<file path="src/rtl/mem_line_master.sv">
// Cache-line initiator for the main-memory word/burst interface.
// Fills collect a 4-word burst into a 128-bit line; writebacks stream the line out one word per ready beat.
module mem_line_master #(
    parameter int LINE_WORDS = 4,
    parameter int TIMEOUT    = 64
) (
    input  logic         clk,
    input  logic         reset,
    input  logic         line_req,
    input  logic         line_rw,
    input  logic [31:0]  line_addr,
    input  logic [127:0] line_wdata,
    output logic         line_busy,
    output logic         line_done,
    output logic         line_err,
    output logic [127:0] line_rdata,
    output logic         mem_req,
    output logic         mem_rw,
    output logic [31:0]  mem_addr,
    output logic [31:0]  mem_wdata,
    input  logic [31:0]  mem_rdata,
    input  logic         mem_ready
);

    localparam logic [1:0] S_IDLE = 2'd0;
    localparam logic [1:0] S_REQ  = 2'd1;
    localparam logic [1:0] S_XFER = 2'd2;
    localparam logic [1:0] S_DONE = 2'd3;

    localparam int              TW         = $clog2(TIMEOUT + 1);
    localparam logic [1:0]      LAST_BEAT  = 2'(LINE_WORDS - 1);
    localparam logic [TW-1:0]   TIMER_LAST = TW'(TIMEOUT - 1);

    logic [1:0]    state_q, state_d;
    logic [1:0]    beat_q, beat_d;
    logic [TW-1:0] timer_q, timer_d;
    logic [127:0]  wbuf_q, wbuf_d;
    logic [127:0]  rdata_q, rdata_d;
    logic [31:0]   addr_q, addr_d;
    logic [31:0]   wdata_q, wdata_d;
    logic          req_q, req_d;
    logic          rw_q, rw_d;
    logic          busy_q, busy_d;
    logic          done_q, done_d;
    logic          err_q, err_d;

    always_comb begin
        state_d = state_q;
        beat_d  = beat_q;
        timer_d = timer_q;
        wbuf_d  = wbuf_q;
        rdata_d = rdata_q;
        addr_d  = addr_q;
        wdata_d = wdata_q;
        req_d   = req_q;
        rw_d    = rw_q;
        busy_d  = busy_q;
        done_d  = 1'b0;
        err_d   = 1'b0;

        case (state_q)
            S_IDLE: begin
                if (line_req) begin
                    addr_d  = line_addr & 32'hFFFF_FFF0;
                    rw_d    = line_rw;
                    wbuf_d  = line_wdata;
                    wdata_d = line_wdata[31:0];
                    req_d   = 1'b1;
                    busy_d  = 1'b1;
                    beat_d  = 2'd0;
                    timer_d = '0;
                    state_d = S_REQ;
                end
            end
            S_REQ, S_XFER: begin
                if (mem_ready) begin
                    timer_d = '0;
                    req_d   = 1'b0;
                    beat_d  = beat_q + 2'd1;
                    if (!rw_q) begin
                        rdata_d[{beat_q, 5'd0} +: 32] = mem_rdata;
                    end else if (beat_q != LAST_BEAT) begin
                        // next word is presented only after the current one has been taken
                        wdata_d = wbuf_q[{beat_d, 5'd0} +: 32];
                    end
                    if (beat_q == LAST_BEAT) begin
                        state_d = S_DONE;
                        done_d  = 1'b1;
                        busy_d  = 1'b0;
                    end else begin
                        state_d = S_XFER;
                    end
                end else if (timer_q == TIMER_LAST) begin
                    state_d = S_DONE;
                    req_d   = 1'b0;
                    busy_d  = 1'b0;
                    done_d  = 1'b1;
                    err_d   = 1'b1;
                    timer_d = '0;
                end else begin
                    timer_d = timer_q + TW'(1);
                end
            end
            S_DONE: begin
                state_d = S_IDLE;
            end
            default: begin
                state_d = S_IDLE;
            end
        endcase
    end

    always_ff @(posedge clk or posedge reset) begin
        if (reset) begin
            state_q <= S_IDLE;
            beat_q  <= 2'd0;
            timer_q <= '0;
            wbuf_q  <= '0;
            rdata_q <= '0;
            addr_q  <= '0;
            wdata_q <= '0;
            req_q   <= 1'b0;
            rw_q    <= 1'b0;
            busy_q  <= 1'b0;
            done_q  <= 1'b0;
            err_q   <= 1'b0;
        end else begin
            state_q <= state_d;
            beat_q  <= beat_d;
            timer_q <= timer_d;
            wbuf_q  <= wbuf_d;
            rdata_q <= rdata_d;
            addr_q  <= addr_d;
            wdata_q <= wdata_d;
            req_q   <= req_d;
            rw_q    <= rw_d;
            busy_q  <= busy_d;
            done_q  <= done_d;
            err_q   <= err_d;
        end
    end

    assign line_busy  = busy_q;
    assign line_done  = done_q;
    assign line_err   = err_q;
    assign line_rdata = rdata_q;
    assign mem_req    = req_q;
    assign mem_rw     = rw_q;
    assign mem_addr   = addr_q;
    assign mem_wdata  = wdata_q;

endmodule

</file>
<file path="config.mk">
export PLATFORM = sky130hd
export DESIGN_NAME = mem_line_master
export DESIGN_NICKNAME = d
export VERILOG_FILES = /design/src/rtl/mem_line_master.sv
export SDC_FILE = /design/constraint.sdc
export NUM_CORES = 1
export LEC_CHECK = 0
export ABC_AREA = 0
export CORE_ASPECT_RATIO = 0.75
export CORE_MARGIN = 1.5
export CORE_UTILIZATION = 41
export DETAILED_ROUTE_END_ITERATION = 16
export MAX_ROUTING_LAYER = met4
export PLACE_DENSITY = 0.69
export SETUP_SLACK_MARGIN = 0.1
export SLEW_MARGIN = 20
export SYNTH_ARGS = -nofsm -noshare
export SYNTH_HDL_FRONTEND = slang
export SYNTH_SLANG_ARGS = --single-unit
</file>
<file path="constraint.sdc">
create_clock -name clk -period 24.2 [get_ports clk]
set_clock_uncertainty 0.05 [all_clocks]
set_input_delay 2.42 -clock clk [delete_from_list [all_inputs] [get_ports clk]]
set_output_delay 2.42 -clock clk [all_outputs]
set_load 0.01 [all_outputs]
</file>
==> metrics.md <==
| Metric | Value |
|---|---|
| PD cells | `134.2 nW/um2` |
| Unrepaired setup endpoints after global routing | `no` |
| Pwr Total | `2590 uW` |
| Top Usage Layer GRT | `met2` |
| Syn avg cell area | `11.93 um2` |
| CP Class | `input port to flip-flop` |
| Met1 Track Usage GR | `28.55%` |
| Cts bufs inserted | `35` |
| Status | `completed` |
| Pins over their slew limit | `0` |
| Worst-path clk slew | `0.06 ns` |
| Crit. End Element | `flip-flop` |
| Chip width | `215.9 um` |
| Fmax | `220.1 MHz` |
| Ranking of synthesized cells by area | `dfrtp_1 (60%), mux2_2 (15%), nand2_1 (5.4%)` |
| Total number of vias | `10,230` |
| Sequential Power Share | `36.0%` |
| Crit path cell chain | `clkdlybuf4s50_1 > nand2_8 > buf_4 > mux2_2` |
| Yosys reg bits | `332` |
| Largest net degree at the start of global routing | `110` |
| Comb power frac | `42.6%` |
| Post-Place Cell Area | `18,080 um2` |
| Fraction of layout cells with a size suffix above 1 | `17.46%` |
| CORE AREA | `33,530 um2` |
| Final Non-Filler Cells | `2,002` |
| Vias per cell | `5.110` |
| Met3 usage in global routing | `6.947%` |
| CTS tree | `yes` |
| Clk network pwr share | `21.4%` |
| Final Instance Area | `19,310 um2` |
| Starting density of the core | `41.57%` |
| Die footprint | `35,120 um2` |
| Worst skew pair latency | `0.51 ns` |
| # IOs | `394` |
| GRT met2 Usage | `34.26%` |
| NetSw | `884.1 uW` |
| Initial antenna violation count | `6` |
| Pint | `1706 uW` |
| Final #Nets | `1,729` |
| Setup total negative slack | `0 ns` |
| Count of input and output buffers | `385` |
| Post-CTS Resized | `0` |
| Root buffer cell | `clkbuf_16` |
| DRC Markers | `0` |
| Final setup viols | `0` |
| Yosys warning count | `0` |
| First-pass GRT wire length | `59,500 um` |
| Slowest CP cell | `buf_4` |
| Net Sw Frac | `34.13%` |
| # hold bufs at CTS | `0` |
| Register area share after synthesis | `59.61%` |
| Total wire length | `38,230 um` |
| Tcrit/Tclk final | `18.77%` |
| Std-Cell Rows | `58` |
| Post-CTS setup buffer count | `0` |
| Vias in the first global route | `10,400` |
| Htree depth | `2` |
| Area share of the largest cell type after synthesis | `59.61%` |
| Worst path arrival time | `4.88 ns` |
| Required time of the critical path | `24.54 ns` |
| Initial DRC count | `609` |
| GRT Overall Usage | `22.29%` |
| Antenna viol nets, final | `0` |
| Gpl congestion | `0.8330` |
| Final hold violation count | `0` |
| Grt total ovfl | `0` |
| Rel. slew slack | `31.73%` |
| CTS sink cnt | `332` |
| Inst Count DP | `1,936` |
| Hold crit path type | `flip-flop to flip-flop` |
| Startpoint type of the worst setup path | `input port` |
| Worst Tran Pin Value | `1.024 ns` |
| First-pass DRT Iterations | `5` |
| Die height | `162.7 um` |
| Crit-path max cell delay | `0.89 ns` |
| Mapped Area | `13,940 um2` |
| Max Cap Viol | `0` |
| Post-DP HPWL | `25,220 um` |
| Static Leak | `0.008131 uW` |
| Clk buf depth | `3` |
| Post-synthesis cell type count | `43` |
| CP Max Fanout | `80` |
| VDD IR-drop max | `105.7 uV` |
| DR WL/cell | `19.09 um` |
| Gate Count Post-Synth | `1,168` |
| Area grow syn2layout | `38.53%` |
| Area leader, netlist | `dfrtp_1` |
| Post-layout min period | `4.543 ns` |
## cells by family after synthesis
kind of cell / share of synthesized area (%)
flops: 59.61
simple gates: 8.743
mux: 17.67
compound gates: 9.821
buf+inv: 3.205
fa+ha+maj: 0.8079
xor+xnor: 0.1257
other cells: 0.02690
## area by class of cell
type,instances,area [um2]
antenna,6,15.01
clock buffer,52,1072
clock inverter,8,115.1
fill,2905,14220
inverter,7,33.78
multi-input combinational,750,5250
sequential,332,8312
tap,450,563.0
timing repair buffer,397,3948
## cells in the final DEF (no fill, tap or decap), drive strengths merged
| master | Yosys | layout |
|---|---|---|
| conb | 1 | 4 |
| nor4b | 1 | 1 |
| mux2 | 189 | 189 |
| ha | 9 | 9 |
| nand4b | 1 | 1 |
| xnor2 | 2 | 2 |
| nor2b | 2 | 2 |
| clkinv | 0 | 5 |
| buf | 65 | 12 |
| a221oi | 32 | 32 |
| inv | 7 | 7 |
| nand3b | 1 | 1 |
| and3b | 1 | 1 |
| nor2 | 70 | 70 |
| a22o | 33 | 33 |
| o31ai | 2 | 2 |
| mux2i | 33 | 33 |
| clkbuf | 17 | 52 |
| o22ai | 1 | 1 |
| nor3b | 3 | 3 |
| o31a | 1 | 1 |
| a21oi | 39 | 39 |
| nand2 | 203 | 203 |
| nand2b | 4 | 4 |
| o21ai | 107 | 107 |
| dfrtp | 332 | 332 |
| bufinv | 0 | 3 |
| and2 | 2 | 2 |
| a41oi | 1 | 1 |
| nand3 | 3 | 3 |
| and4b | 1 | 1 |
| nor3 | 3 | 3 |
| clkdlybuf4s50 | 0 | 385 |
| diode | 0 | 6 |
| o21a | 2 | 2 |
## metal layers
metal,routed length (um),vias up,part of all wire (%)
met5,0,-,0
met4,926,0,2.4
met3,3235,59,8.5
met2,17550,310,46
met1,16510,5073,43
li1,-,4789,-
## per-stage QoR
step | worst slack (ns) | util (%) | hold WS [ns]
2_1_floorplan | 12.53 | - | 0.3889
5_1_grt | 19.49 | 57.59 | 0.4565
3_5_place_dp | 18.81 | 53.92 | 0.4171
3_3_place_gp | 18.81 | 53.92 | 0.4109
4_1_cts | 19.35 | 57.46 | 0.4309
6_report | 19.66 | 57.59 | 0.4268
## power groups by stage
stage	Combinational, uW	Sequential, uW	Clock, uW
after global routing	1200	964	592
after CTS	1110	933	570
final	1100	933	554
after global placement	1090	929	0
after detailed placement	1110	940	0
after floorplan	611	968	0
## worst max-delay path, delay by kind of cell
kind	cells	cell delay (ns)
buffers and inverters	2	1.44
and+or+nand+nor	1	0.52
muxes	1	0.42
## flip-flops by register name, indices dropped and copies added, names as in the netlist, 2 cells and up
register / count
line_rdata: 128
wbuf_q: 128
mem_wdata: 32
mem_addr: 28
timer_q: 7
beat_q: 2
state_q: 2
## cell usage after synthesis, drive strengths merged
master  count
a41oi       1
a221oi     32
ha          9
o21a        2
nand3       3
nand4b      1
nor2b       2
conb        1
nor4b       1
clkbuf     17
a21oi      39
nand2b      4
and4b       1
and3b       1
nand2     203
nor3b       3
mux2      189
xnor2       2
dfrtp     332
a22o       33
o31ai       2
nand3b      1
mux2i      33
buf        65
o21ai     107
o31a        1
inv         7
o22ai       1
and2        2
nor3        3
nor2       70
## worst paths after layout
| check | slack (ns) | end | startpoint | cells past startpoint |
|---|---|---|---|---|
| max | 19.66 | wbuf_q[99] | line_req | 4 |
| min | 0.43 | timer_q[4] | timer_q[4] | 1 |
| max reg2reg | 21.26 | line_rdata[28] | beat_q[0] | 6 |
| min reg2reg | 0.43 | timer_q[4] | timer_q[4] | 1 |
| max in group asynchronous | 20.19 | line_rdata[59] | reset | 3 |
| min in group asynchronous | 2.39 | mem_addr[5] | reset | 2 |
No activity file was read; power rests on OpenSTA's default activity.
